===== src/rtl/pd_stream_arbiter_if.sv =====
// Channel, detector and completion signals shared by the stream arbiter and its environment.
// master = arbiter side, slave = channels/detector/consumer side.
interface pd_stream_arbiter_if #(
    parameter int N  = 4,
    parameter int CW = 8
);
    localparam int OW = $clog2(N);

    logic [N-1:0]  ch_valid_i;
    logic [N-1:0]  ch_bit_i;
    logic [N-1:0]  ch_last_i;
    logic [N-1:0]  ch_ready_o;
    logic          det_clr_o;
    logic          det_valid_o;
    logic          det_bit_o;
    logic          det_match_i;
    logic          done_o;
    logic [OW-1:0] done_ch_o;
    logic [CW-1:0] done_cnt_o;
    logic          done_abort_o;
    logic          busy_o;

    modport master (
        input  ch_valid_i, ch_bit_i, ch_last_i, det_match_i,
        output ch_ready_o, det_clr_o, det_valid_o, det_bit_o,
        output done_o, done_ch_o, done_cnt_o, done_abort_o, busy_o
    );

    modport slave (
        output ch_valid_i, ch_bit_i, ch_last_i, det_match_i,
        input  ch_ready_o, det_clr_o, det_valid_o, det_bit_o,
        input  done_o, done_ch_o, done_cnt_o, done_abort_o, busy_o
    );
endinterface


===== src/rtl/pd_stream_arbiter.sv =====
// Round-robin arbiter sharing one bit-serial pattern detector between N channels;
// counts detector matches per burst and emits a completion record per burst.
module pd_stream_arbiter #(
    parameter int N       = 4,
    parameter int CW      = 8,
    parameter int DET_LAT = 2,
    parameter int TIMEOUT = 16
) (
    input  logic                clk_i,
    input  logic                rst_ni,
    pd_stream_arbiter_if.master bus
);
    localparam int OW  = $clog2(N);
    localparam int OW1 = OW + 1;
    localparam int TW  = $clog2(TIMEOUT + 1);
    localparam int DW  = $clog2(DET_LAT + 1);

    localparam logic [1:0] IDLE   = 2'd0;
    localparam logic [1:0] CLR    = 2'd1;
    localparam logic [1:0] STREAM = 2'd2;
    localparam logic [1:0] DRAIN  = 2'd3;

    logic [1:0]         state_q, state_d;
    logic [OW-1:0]      rr_q, rr_d;
    logic [OW-1:0]      owner_q, owner_d;
    logic [CW-1:0]      cnt_q, cnt_d;
    logic [TW-1:0]      idle_q, idle_d;
    logic [DW-1:0]      drain_q, drain_d;
    logic               abort_q, abort_d;
    logic [DET_LAT-1:0] vld_pipe_q, vld_pipe_d;

    logic               det_clr_q, det_clr_d;
    logic               det_valid_q, det_valid_d;
    logic               det_bit_q, det_bit_d;
    logic               done_q, done_d;
    logic [OW-1:0]      done_ch_q, done_ch_d;
    logic [CW-1:0]      done_cnt_q, done_cnt_d;
    logic               done_abort_q, done_abort_d;
    logic               busy_q, busy_d;

    logic               pick_vld;
    logic [OW-1:0]      pick;
    logic [OW:0]        cand;
    logic               xfer;

    // First requester at or above rr_q, wrapping; lowest offset wins.
    always_comb begin
        pick_vld = 1'b0;
        pick     = '0;
        cand     = '0;
        for (int i = N - 1; i >= 0; i--) begin
            cand = {1'b0, rr_q} + OW1'(i);
            if (cand >= OW1'(N)) cand = cand - OW1'(N);
            if (bus.ch_valid_i[cand[OW-1:0]]) begin
                pick_vld = 1'b1;
                pick     = cand[OW-1:0];
            end
        end
    end

    always_comb begin
        bus.ch_ready_o = '0;
        if (state_q == STREAM) bus.ch_ready_o[owner_q] = 1'b1;
    end

    assign xfer = (state_q == STREAM) && bus.ch_valid_i[owner_q];

    always_comb begin
        state_d      = state_q;
        rr_d         = rr_q;
        owner_d      = owner_q;
        cnt_d        = cnt_q;
        idle_d       = idle_q;
        drain_d      = drain_q;
        abort_d      = abort_q;
        done_d       = 1'b0;
        done_ch_d    = done_ch_q;
        done_cnt_d   = done_cnt_q;
        done_abort_d = done_abort_q;

        // Match flag is only meaningful when it lines up with an issued bit.
        if (vld_pipe_q[DET_LAT-1] && bus.det_match_i && (cnt_q != '1))
            cnt_d = cnt_q + 1'b1;

        case (state_q)
            IDLE: begin
                if (pick_vld) begin
                    owner_d = pick;
                    state_d = CLR;
                    cnt_d   = '0;
                    idle_d  = '0;
                end
            end
            CLR: state_d = STREAM;
            STREAM: begin
                if (xfer) begin
                    idle_d = '0;
                    if (bus.ch_last_i[owner_q]) begin
                        state_d = DRAIN;
                        abort_d = 1'b0;
                        drain_d = '0;
                    end
                end else begin
                    idle_d = idle_q + 1'b1;
                    if (idle_d == TW'(TIMEOUT)) begin
                        state_d = DRAIN;
                        abort_d = 1'b1;
                        drain_d = '0;
                    end
                end
            end
            DRAIN: begin
                // The last bit's match is sampled this cycle, so report cnt_d.
                if (drain_q == DW'(DET_LAT - 1)) begin
                    done_d       = 1'b1;
                    done_ch_d    = owner_q;
                    done_cnt_d   = cnt_d;
                    done_abort_d = abort_q;
                    rr_d         = (owner_q == OW'(N - 1)) ? '0 : owner_q + 1'b1;
                    state_d      = IDLE;
                end else begin
                    drain_d = drain_q + 1'b1;
                end
            end
            default: state_d = IDLE;
        endcase

        det_valid_d = xfer;
        det_bit_d   = xfer & bus.ch_bit_i[owner_q];
        det_clr_d   = (state_d == CLR);
        busy_d      = (state_d != IDLE);

        vld_pipe_d[0] = xfer;
        for (int i = 1; i < DET_LAT; i++) vld_pipe_d[i] = vld_pipe_q[i-1];
    end

    always_ff @(posedge clk_i) begin
        if (!rst_ni) begin
            state_q      <= IDLE;
            rr_q         <= '0;
            owner_q      <= '0;
            cnt_q        <= '0;
            idle_q       <= '0;
            drain_q      <= '0;
            abort_q      <= 1'b0;
            vld_pipe_q   <= '0;
            det_clr_q    <= 1'b1;
            det_valid_q  <= 1'b0;
            det_bit_q    <= 1'b0;
            done_q       <= 1'b0;
            done_ch_q    <= '0;
            done_cnt_q   <= '0;
            done_abort_q <= 1'b0;
            busy_q       <= 1'b0;
        end else begin
            state_q      <= state_d;
            rr_q         <= rr_d;
            owner_q      <= owner_d;
            cnt_q        <= cnt_d;
            idle_q       <= idle_d;
            drain_q      <= drain_d;
            abort_q      <= abort_d;
            vld_pipe_q   <= vld_pipe_d;
            det_clr_q    <= det_clr_d;
            det_valid_q  <= det_valid_d;
            det_bit_q    <= det_bit_d;
            done_q       <= done_d;
            done_ch_q    <= done_ch_d;
            done_cnt_q   <= done_cnt_d;
            done_abort_q <= done_abort_d;
            busy_q       <= busy_d;
        end
    end

    assign bus.det_clr_o    = det_clr_q;
    assign bus.det_valid_o  = det_valid_q;
    assign bus.det_bit_o    = det_bit_q;
    assign bus.done_o       = done_q;
    assign bus.done_ch_o    = done_ch_q;
    assign bus.done_cnt_o   = done_cnt_q;
    assign bus.done_abort_o = done_abort_q;
    assign bus.busy_o       = busy_q;
endmodule


===== src/flat_wrapper.sv =====
// flat-port wrapper written by rule: the top's interface ports become plain ports
module pd_stream_arbiter_flat 
#(
    parameter int N       = 4,
    parameter int CW      = 8,
    parameter int DET_LAT = 2,
    parameter int TIMEOUT = 16
)
  (clk_i, rst_ni, bus_ch_valid_i, bus_ch_bit_i, bus_ch_last_i, bus_det_match_i, bus_ch_ready_o, bus_det_clr_o, bus_det_valid_o, bus_det_bit_o, bus_done_o, bus_done_ch_o, bus_done_cnt_o, bus_done_abort_o, bus_busy_o);
  pd_stream_arbiter_if #(.N(N), .CW(CW)) bus_i ();
  input  logic clk_i;
  input  logic rst_ni;
  input wire logic [$bits(bus_i.ch_valid_i)-1:0] bus_ch_valid_i;
  input wire logic [$bits(bus_i.ch_bit_i)-1:0] bus_ch_bit_i;
  input wire logic [$bits(bus_i.ch_last_i)-1:0] bus_ch_last_i;
  input wire logic [$bits(bus_i.det_match_i)-1:0] bus_det_match_i;
  output wire logic [$bits(bus_i.ch_ready_o)-1:0] bus_ch_ready_o;
  output wire logic [$bits(bus_i.det_clr_o)-1:0] bus_det_clr_o;
  output wire logic [$bits(bus_i.det_valid_o)-1:0] bus_det_valid_o;
  output wire logic [$bits(bus_i.det_bit_o)-1:0] bus_det_bit_o;
  output wire logic [$bits(bus_i.done_o)-1:0] bus_done_o;
  output wire logic [$bits(bus_i.done_ch_o)-1:0] bus_done_ch_o;
  output wire logic [$bits(bus_i.done_cnt_o)-1:0] bus_done_cnt_o;
  output wire logic [$bits(bus_i.done_abort_o)-1:0] bus_done_abort_o;
  output wire logic [$bits(bus_i.busy_o)-1:0] bus_busy_o;
  assign bus_i.ch_valid_i = bus_ch_valid_i;
  assign bus_i.ch_bit_i = bus_ch_bit_i;
  assign bus_i.ch_last_i = bus_ch_last_i;
  assign bus_i.det_match_i = bus_det_match_i;
  assign bus_ch_ready_o = bus_i.ch_ready_o;
  assign bus_det_clr_o = bus_i.det_clr_o;
  assign bus_det_valid_o = bus_i.det_valid_o;
  assign bus_det_bit_o = bus_i.det_bit_o;
  assign bus_done_o = bus_i.done_o;
  assign bus_done_ch_o = bus_i.done_ch_o;
  assign bus_done_cnt_o = bus_i.done_cnt_o;
  assign bus_done_abort_o = bus_i.done_abort_o;
  assign bus_busy_o = bus_i.busy_o;
  pd_stream_arbiter #(.N(N), .CW(CW), .DET_LAT(DET_LAT), .TIMEOUT(TIMEOUT)) u_core (.clk_i(clk_i), .rst_ni(rst_ni), .bus(bus_i));
endmodule

===== config.mk =====
export PLATFORM = sky130hd
export DESIGN_NAME = pd_stream_arbiter_flat
export DESIGN_NICKNAME = d
export VERILOG_FILES = /design/src/rtl/pd_stream_arbiter_if.sv /design/src/rtl/pd_stream_arbiter.sv /design/src/flat_wrapper.sv
export SDC_FILE = /design/constraint.sdc
export NUM_CORES = 1
export LEC_CHECK = 0
export CAP_MARGIN = 20
export CORE_ASPECT_RATIO = 0.9
export CORE_MARGIN = 3
export CORE_UTILIZATION = 46
export DETAILED_ROUTE_END_ITERATION = 8
export GPL_TIMING_DRIVEN = 0
export PLACE_DENSITY = 0.75
export SYNTH_ARGS = -nofsm -noshare
export SYNTH_HDL_FRONTEND = slang
export SYNTH_SLANG_ARGS = --single-unit

===== constraint.sdc =====
create_clock -name clk_i -period 1.7 [get_ports clk_i]
set_input_delay 0.34 -clock clk_i [delete_from_list [all_inputs] [get_ports clk_i]]
set_output_delay 0.34 -clock clk_i [all_outputs]
set_load 0.1 [all_outputs]

==> impl_metrics.ini, run 1 <==
[global_routing]
grt_pass1_wl_mm = 6.94
grt_pass1_vias = 1457
overflow = 0
grt_max_degree = 12
grt.total_usage_pct = 19.2
antenna_found_initial = 0

[synthesis]
synth-edff-count = 0
yosysMostFrequentCell = dfxtp_1
synth_flop_cell = dfxtp_1
ys_types = 48
synthesis.area_um2 = 1840
async_flop_share_pct = 0
ys_ff_latch = 39
seq_area_frac_synth_pct = 42.3
yosys.area.top_type_share_pct = 42.3
synthTopCellsByArea = dfxtp_1, nand2_1, ha_1, o21ai_0, nor2_1
yosys_warnings = 0
netlist_instances = 208
syn-num-nets = 230
yosys.area.top_type = dfxtp_1
synth.top_cells.by_count = dfxtp_1, nand2_1, nor2_1
avgSynthCellArea_um2 = 8.87

[timing]
worst_pin_slew_ns = 0.555
setup_ws_ns = -0.0153
hold_viol = 0
timing.final.crit_share_pct = 101
max_freq_mhz = 583
fin_hold_ws_ns = 0.466
slew-limit-headroom_pct = 63.1
layout_min_cycle_time_ns = 1.72
finalMaxSlewViolations = 0
tns_ns = -0.0275
skew_ns = 0.00427
grt_setup_unrepaired = true
setup_viol = 2

[run_status]
failed_checks = setup timing
status = finished with violations

[detailed_routing]
drt_wl_total_mm = 4.29
wl_per_cell_um = 14.5
vias_per_cell = 5.41
ant_nets = 0
route.met3.wl_um = 262
wl_met1_mm = 2.16
highest_layer = met4
dr_wl_met2_mm = 1.79
drc = 0
first_pass_iters = 4
num_vias = 1602
drtIter0Drc = 109

[cts]
cts_buffers = 5
cts_tree = built
clockBufferDepth = 2
clk_pin_slew_worst_paths_ns = 0.07
htreeDepth = 2
insertion_delay_ns = 0.29
cts_sinks = 39
root_buffer = clkbuf_8
cts_hold_buf = 0

[power_and_ir_drop]
switching_share_pct = 33.2
p_comb_share_pct = 27.0
p_seq_share_pct = 44.3
powerDensity_nw_per_um2 = 913
internal_power_uw = 1500
power_uw = 2250
p_leak_uw = 0.000933
power.net_switching_uw = 746
clockPowerShare_pct = 28.7
irDropWorstVdd_v = 0.000503

[floorplanning]
core.rowCount = 21
die_x_um = 72.7
initial_core_util_pct = 48.7
die-area_um2 = 4810
core_um2 = 3780
io_pins = 35
die_y_um = 66.1

[final_layout]
nets = 272
multi_input_area_um2 = 1030
fin_util_pct = 65.0
drive_above_1_share_pct = 21.2
final_cell_count_no_fill = 296
area_growth_pct = 33.4
fill_cells = 329
n_antenna_cell = 0
ff_latch_area_um2 = 790

[critical_path]
cp-end-kind = register
cp_data_required_time_ns = 1.94
path_class = reg2reg
start_kind = register
crit_arrival_ns = 1.95
crit_fanout = 6

[worst_hold_path]
min_path_type = reg2reg

[place]
hpwl_mm = 2.95
place.detailed.instances = 288
place.gp.congestion = 0.822
portBuffers = 34

[flow_run]
drv_cap = 0
## final timing paths
check	from	end	slack [ns]	cells past startpoint
min	u_core.bus.done_cnt_o[6]$_SDFFE_PN0P_	u_core.bus.done_cnt_o[6]$_SDFFE_PN0P_	0.47	2
min reg2reg	u_core.bus.done_cnt_o[6]$_SDFFE_PN0P_	u_core.bus.done_cnt_o[6]$_SDFFE_PN0P_	0.47	2
max	u_core.owner_q[0]$_SDFFE_PN0P_	u_core.idle_q[2]$_SDFFE_PN0P_	-0.02	5
max reg2reg	u_core.owner_q[0]$_SDFFE_PN0P_	u_core.idle_q[2]$_SDFFE_PN0P_	-0.02	5
## registers in the layout (all words and copies together), names as in the netlist
signal	flops
u_core.bus.busy_o	1
u_core.cnt_q	8
u_core.vld_pipe_q	2
u_core.bus.done_cnt_o	8
u_core.idle_q	5
u_core.bus.done_ch_o	2
u_core.state_q	2
u_core.abort_q	1
u_core.bus.det_clr_o	1
u_core.bus.det_bit_o	1
u_core.bus.done_o	1
u_core.drain_q	2
u_core.bus.done_abort_o	1
u_core.owner_q	2
u_core.rr_q	2
## stage by stage
step,setup slack (ns),area [um2]
final,-0.0153,2460
after global placement,-0.924,2250
after global routing,-0.0750,2460
after floorplan,0.0146,1850
after detailed placement,-0.956,2250
after CTS,-0.00874,2440
## layout make-up
class	count	share of cell area, %
tap	46	2.34
clock buffer	6	3.36
multi-input combinational	149	41.7
clock inverter	1	0.203
inverter	13	1.98
timing repair buffer	37	17.0
sequential	39	32.1
buffer	5	1.37
## routing by layer
metal / global-route usage (%) / vias to the layer above
met5: 0 / -
met4: 6.22 / 0
met3: 5.78 / 8
met2: 26.7 / 53
met1: 28.0 / 720
li1: - / 821
## critical path, stage by stage (launching register included)
cell and delay [ns]:
dfxtp_2 0.34, buf_6 0.12, mux4_2 0.56, or3_4 0.39, nor4_4 0.15, a21o_1 0.11
## power groups by stage
stage	Combinational [uW]	Clock, uW	Sequential, uW
2_1_floorplan	320	0	1080
3_3_place_gp	533	0	1010
3_5_place_dp	538	0	1010
4_1_cts	576	649	999
5_1_grt	655	694	1000
6_report	607	644	995
## kinds of logic after synthesis
| family | after synthesis | synth area share (%) |
|---|---|---|
| xor+xnor | 5 | 2.37 |
| mux | 6 | 5.70 |
| fa+ha+maj | 7 | 4.75 |
| buf+inv | 20 | 4.48 |
| compound gates | 50 | 18.2 |
| flops | 39 | 42.3 |
| simple gates | 81 | 22.2 |
## cell usage in the layout (no fill, tap or decap), types with 6 or more instances in the layout
master,instances
clkbuf_8,6
clkdlybuf4s15_2,16
ha_1,6
o21ai_0,14
nand2_1,26
inv_1,13
nor2_1,15
nand3_1,6
clkdlybuf4s50_1,10
dfxtp_1,36
a21oi_1,9
## repair_timing
item / in CTS / in global routing
gates cloned: 0 / 0
setup buffers: 2 / 1
hold endpoints to repair: 0 / 0
setup endpoints to repair: 48 / 25
gates resized for setup: 99 / 12
(Power assumes the default switching activity.)
==> run 2: changes to the inputs <==
--- a/config.mk
+++ b/config.mk
@@ -8,10 +8,10 @@
 export CAP_MARGIN = 20
 export CORE_ASPECT_RATIO = 0.9
 export CORE_MARGIN = 3
-export CORE_UTILIZATION = 46
+export CORE_UTILIZATION = 40
 export DETAILED_ROUTE_END_ITERATION = 8
 export GPL_TIMING_DRIVEN = 0
-export PLACE_DENSITY = 0.75
+export PLACE_DENSITY = 0.67
 export SYNTH_ARGS = -nofsm -noshare
 export SYNTH_HDL_FRONTEND = slang
 export SYNTH_SLANG_ARGS = --single-unit
==> run 2 against run 1 <==
Net effect:
- power up 6.1%
- the flow still finishes with violations (setup timing)
- utilization down 6.0 points
- critical path type unchanged
- setup slack lost 0.017 ns
- routed wire length is 2.7% lower
- sequential power barely moved
- via count fell by 0.94%
- hold slack lost 0.0058 ns
- critical path depth unchanged
- clock-buffer cell count decreased by 1
- clock skew grew 0.0015 ns
- fmax shrank 0.97%
==> impl_metrics.ini, run 2 (synthesized netlist as in run 1, its figures left out) <==
[run_status]
status = finished with violations
failed_checks = setup timing

[critical_path]
rrSetupSlack_ns = -0.03
crit_arrival_ns = 1.97
cp_data_required_time_ns = 1.94
crit_fanout = 6
path_class = reg2reg
worst_path_max_delay_cell = mux4_2
crit_chain = buf_6 > mux4_2 > or3_4 > o2bb2ai_2 > a21o_1
slowest_delay_ns = 0.58
crit_family = multiplexers
cp-end-kind = register
start_kind = register
crit_buf_inv = 1

[final_layout]
ff_latch_area_um2 = 791
multi_input_area_um2 = 1020
n_antenna_cell = 0
drive_above_1_share_pct = 22.8
area_growth_pct = 36.5
final_cell_mix = dfxtp_1, nand2_1, clkdlybuf4s15_2
layout_commonest_cell = dfxtp_1
fill_cells = 387
final_cell_area_um2 = 2520
nets = 275

[global_routing]
overflow = 0
antenna_found_initial = 0
grt_max_degree = 14
grt.total_usage_pct = 16.1
grt_pass1_vias = 1503
grt_pass1_wl_mm = 7.16

[place]
place.gp.congestion = 0.771
portBuffers = 34
hpwl_mm = 3.02
post_dp_cell_area_um2 = 2260

[floorplanning]
initial_core_util_pct = 43.2
core_um2 = 4270
core.rowCount = 22
die_y_um = 70.4
die-area_um2 = 5460
die_x_um = 77.6
io_pins = 35

[detailed_routing]
drt_wl_total_mm = 4.17
first_pass_iters = 4
wl_per_cell_um = 13.3
drc = 0
drtIter0Drc = 144
num_vias = 1587
vias_per_cell = 5.05
ant_nets = 0

[timing]
grt_setup_unrepaired = true
skew_ns = 0.00580
slew-limit-headroom_pct = 63.5
max_freq_mhz = 577
timing.final.crit_share_pct = 102
fin_hold_ws_ns = 0.461
setup_ws_ns = -0.0322
hold_viol = 0
tns_ns = -0.0322
finalMaxSlewViolations = 0
worst_pin_slew_ns = 0.551
setup_viol = 1
layout_min_cycle_time_ns = 1.73

[cts]
root_buffer = clkbuf_8
cts_buffers = 5
insertion_delay_ns = 0.29
clockBufferDepth = 2
cts_tree = built
cts_hold_buf = 0
cts_sinks = 39
clk_pin_slew_worst_paths_ns = 0.08
htreeDepth = 2

[power_and_ir_drop]
p_leak_uw = 0.000954
irDropWorstVdd_v = 0.000544
powerDensity_nw_per_um2 = 947

[worst_hold_path]
min_path_type = reg2reg

[flow_run]
drv_cap = 0
-- run 2: changes by cell type in the layout (fill, tap and decap cells not counted), sizes merged --
cell,before,now
bufinv,0,1
clkbuf,9,8
buf,9,12
clkinv,1,2
-- run 2: timing repair --
item,4_1_cts,5_1_grt
setup buffers,3,2
gates resized for setup,94,15
setup endpoints to repair,45,21
pin swaps,1,1
-- run 2: stage by stage --
stage	instances	utilization (%)	power [uW]	setup WS [ns]
final	314	59.0	2380	-0.0322
after global routing	314	59.0	2490	-0.107
after CTS	312	57.6	2360	-0.0375
after detailed placement	302	53.1	1550	-0.924
after global placement	302	53.1	1540	-0.939
after floorplan	208	-	1400	0.0146
-- run 2: final timing paths --
kind,start,endpoint,cells past startpoint
worst min-delay path,u_core.bus.done_cnt_o[6]$_SDFFE_PN0P_,u_core.bus.done_cnt_o[6]$_SDFFE_PN0P_,2
worst max register to register,u_core.owner_q[0]$_SDFFE_PN0P_,u_core.idle_q[2]$_SDFFE_PN0P_,5
worst min register to register,u_core.bus.done_cnt_o[6]$_SDFFE_PN0P_,u_core.bus.done_cnt_o[6]$_SDFFE_PN0P_,2
worst max-delay path,u_core.owner_q[0]$_SDFFE_PN0P_,u_core.idle_q[2]$_SDFFE_PN0P_,5
-- run 2: worst reg2reg max path, delay by kind of cell (launching register included) --
kind	cells	cell delay, ns
compound gates	2	0.25
buf+inv	1	0.11
flops	1	0.34
mux	1	0.58
simple gates	1	0.40
-- run 2: where the power goes --
part | internal, uW | total (uW) | switching (uW)
combinational | 223 | 597 | 375
sequential | 960 | 1000 | 42.7
clock | 437 | 783 | 345
-- run 2: area by class of cell --
type / count / area share (%)
Multi-Input combinational cell: 149 / 40.6
Clock buffer: 5 / 2.73
Clock inverter: 3 / 1.74
Buffer: 6 / 1.39
Tap cell: 60 / 2.98
Inverter: 13 / 1.94
Sequential cell: 39 / 31.4
Timing Repair Buffer: 39 / 17.2
-- run 2: routing by layer --
layer	global-route usage, %	up-vias	wire, um
li1	-	823	-
met1	25.1	721	2210
met2	21.6	41	1740
met3	3.99	2	203
met4	4.15	0	22
met5	0	-	0
==> run 3: changes to the inputs <==
--- a/config.mk
+++ b/config.mk
@@ -11,7 +11,8 @@
 export CORE_UTILIZATION = 40
 export DETAILED_ROUTE_END_ITERATION = 8
 export GPL_TIMING_DRIVEN = 0
-export PLACE_DENSITY = 0.67
+export PLACE_DENSITY_LB_ADDON = 0.15
+export SETUP_SLACK_MARGIN = 0.2
 export SYNTH_ARGS = -nofsm -noshare
 export SYNTH_HDL_FRONTEND = slang
 export SYNTH_SLANG_ARGS = --single-unit
==> run 3 against run 2 <==
Net effect:
- the flow still finishes with violations (setup timing)
- largest cell class unchanged
- die area is the same
- combinational power grew 26%
- critical endpoint unchanged
- highest routed layer unchanged
- hold slack lost 0.0054 ns
- clock-buffer cell count grew 1
==> impl_metrics.ini, run 3 (synthesized netlist as in run 1, its figures left out) <==
[timing]
setup_ws_ns = -0.0501
max_freq_mhz = 571
grt_setup_unrepaired = true
setup_viol = 6
worst_pin_slew_ns = 0.494
skew_ns = 0.00399
tns_ns = -0.215
timing.final.crit_share_pct = 103
layout_min_cycle_time_ns = 1.75
hold_viol = 0
slew-limit-headroom_pct = 67.3
finalMaxSlewViolations = 0

[detailed_routing]
drtIter0Drc = 116
wl_per_cell_um = 14.2
drc = 0
num_vias = 1687
drt_wl_total_mm = 4.59
vias_per_cell = 5.21
ant_nets = 0
first_pass_iters = 5

[floorplanning]
die_x_um = 77.6
core_um2 = 4270
die-area_um2 = 5460
io_pins = 35
die_y_um = 70.4
core.rowCount = 22
initial_core_util_pct = 43.2

[final_layout]
final_cell_mix = dfxtp_1, nand2_1, buf_2
layout_commonest_cell = dfxtp_1
final_cell_count_no_fill = 324
fin_util_pct = 62.0
n_antenna_cell = 0
area_growth_pct = 43.4
drive_above_1_share_pct = 34.8
nets = 285

[run_status]
failed_checks = setup timing
status = finished with violations

[cts]
cts_buffers = 5
cts_sinks = 39
clockBufferDepth = 2
insertion_delay_ns = 0.29
cts_hold_buf = 0
clk_pin_slew_worst_paths_ns = 0.08
root_buffer = clkbuf_8
cts_tree = built
htreeDepth = 2

[global_routing]
grt_max_degree = 13
grt_pass1_wl_mm = 7.52
antenna_found_initial = 0
overflow = 0
grt_pass1_vias = 1607
grt.total_usage_pct = 17.5

[place]
hpwl_mm = 2.95
place.detailed.instances = 302
portBuffers = 34
place.gp.congestion = 0.797

[critical_path]
cp_data_required_time_ns = 1.94
crit_arrival_ns = 1.99
cp-end-kind = register
crit_fanout = 6
path_class = reg2reg
start_kind = register

[worst_hold_path]
min_path_type = reg2reg

[power_and_ir_drop]
irDropWorstVdd_v = 0.000467
powerDensity_nw_per_um2 = 965
p_leak_uw = 0.00105
power_uw = 2550

[flow_run]
drv_cap = 0
[run 3: cell types whose count changed in the layout (fill, tap and decap cells not counted), sizes merged]
cell	before	now
clkdlybuf4s15	16	0
buf	12	39
clkinv	2	1
[run 3: final timing paths]
path	start	end	slack [ns]	depth (start not counted)
setup / recovery	u_core.owner_q[0]$_SDFFE_PN0P_	u_core.idle_q[2]$_SDFFE_PN0P_	-0.05	5
hold / removal	u_core.bus.done_cnt_o[6]$_SDFFE_PN0P_	u_core.bus.done_cnt_o[6]$_SDFFE_PN0P_	0.46	2
setup reg to reg	u_core.owner_q[0]$_SDFFE_PN0P_	u_core.idle_q[2]$_SDFFE_PN0P_	-0.05	5
hold reg to reg	u_core.bus.done_cnt_o[6]$_SDFFE_PN0P_	u_core.bus.done_cnt_o[6]$_SDFFE_PN0P_	0.46	2
[run 3: repair_timing]
action                                  4_1_cts  5_1_grt
pin swaps                                     5        6
endpoints found under the hold margin         0        0
endpoints found under the setup margin       52       38
cloned                                        0        0
buffers inserted                             11        3
gates resized for setup                     149       35
[run 3: metrics by stage]
stage	setup slack, ns	hold WS, ns	area (um2)
3_5_place_dp	-0.870	0.446	2270
4_1_cts	-0.0270	0.459	2540
3_3_place_gp	-0.862	0.441	2270
5_1_grt	-0.136	0.495	2650
2_1_floorplan	0.0203	0.463	1860
6_report	-0.0501	0.455	2650
[run 3: final cells by class]
cell class	count	area (um2)
multi-input cells	149	1130
flip-flops and latches	39	793
fillers	356	1620
repair buffers	48	408
plain buffers	7	66.3
inverters	13	58.8
clock inverters	2	35.0
clock buffers	6	82.6
well taps	60	75.1
[run 3: critical path, stage by stage, from the launching register on]
cell	delay (ns)
dfxtp_2	0.35
buf_6	0.10
mux4_2	0.57
or3_4	0.40
nor4_4	0.16
a21o_1	0.11
[run 3: where the power goes]
group,switching (uW),internal [uW]
clock,331,475
combinational,438,312
sequential,35.5,960
[run 3: routing by layer]
layer  track usage, %  up-vias  share of wire (%)
li1                 -      843                  -
met1             23.9      807                 50
met2             25.4       33                 46
met3             4.64        4                3.7
met4             8.70        0               0.96
met5                0        -                  0
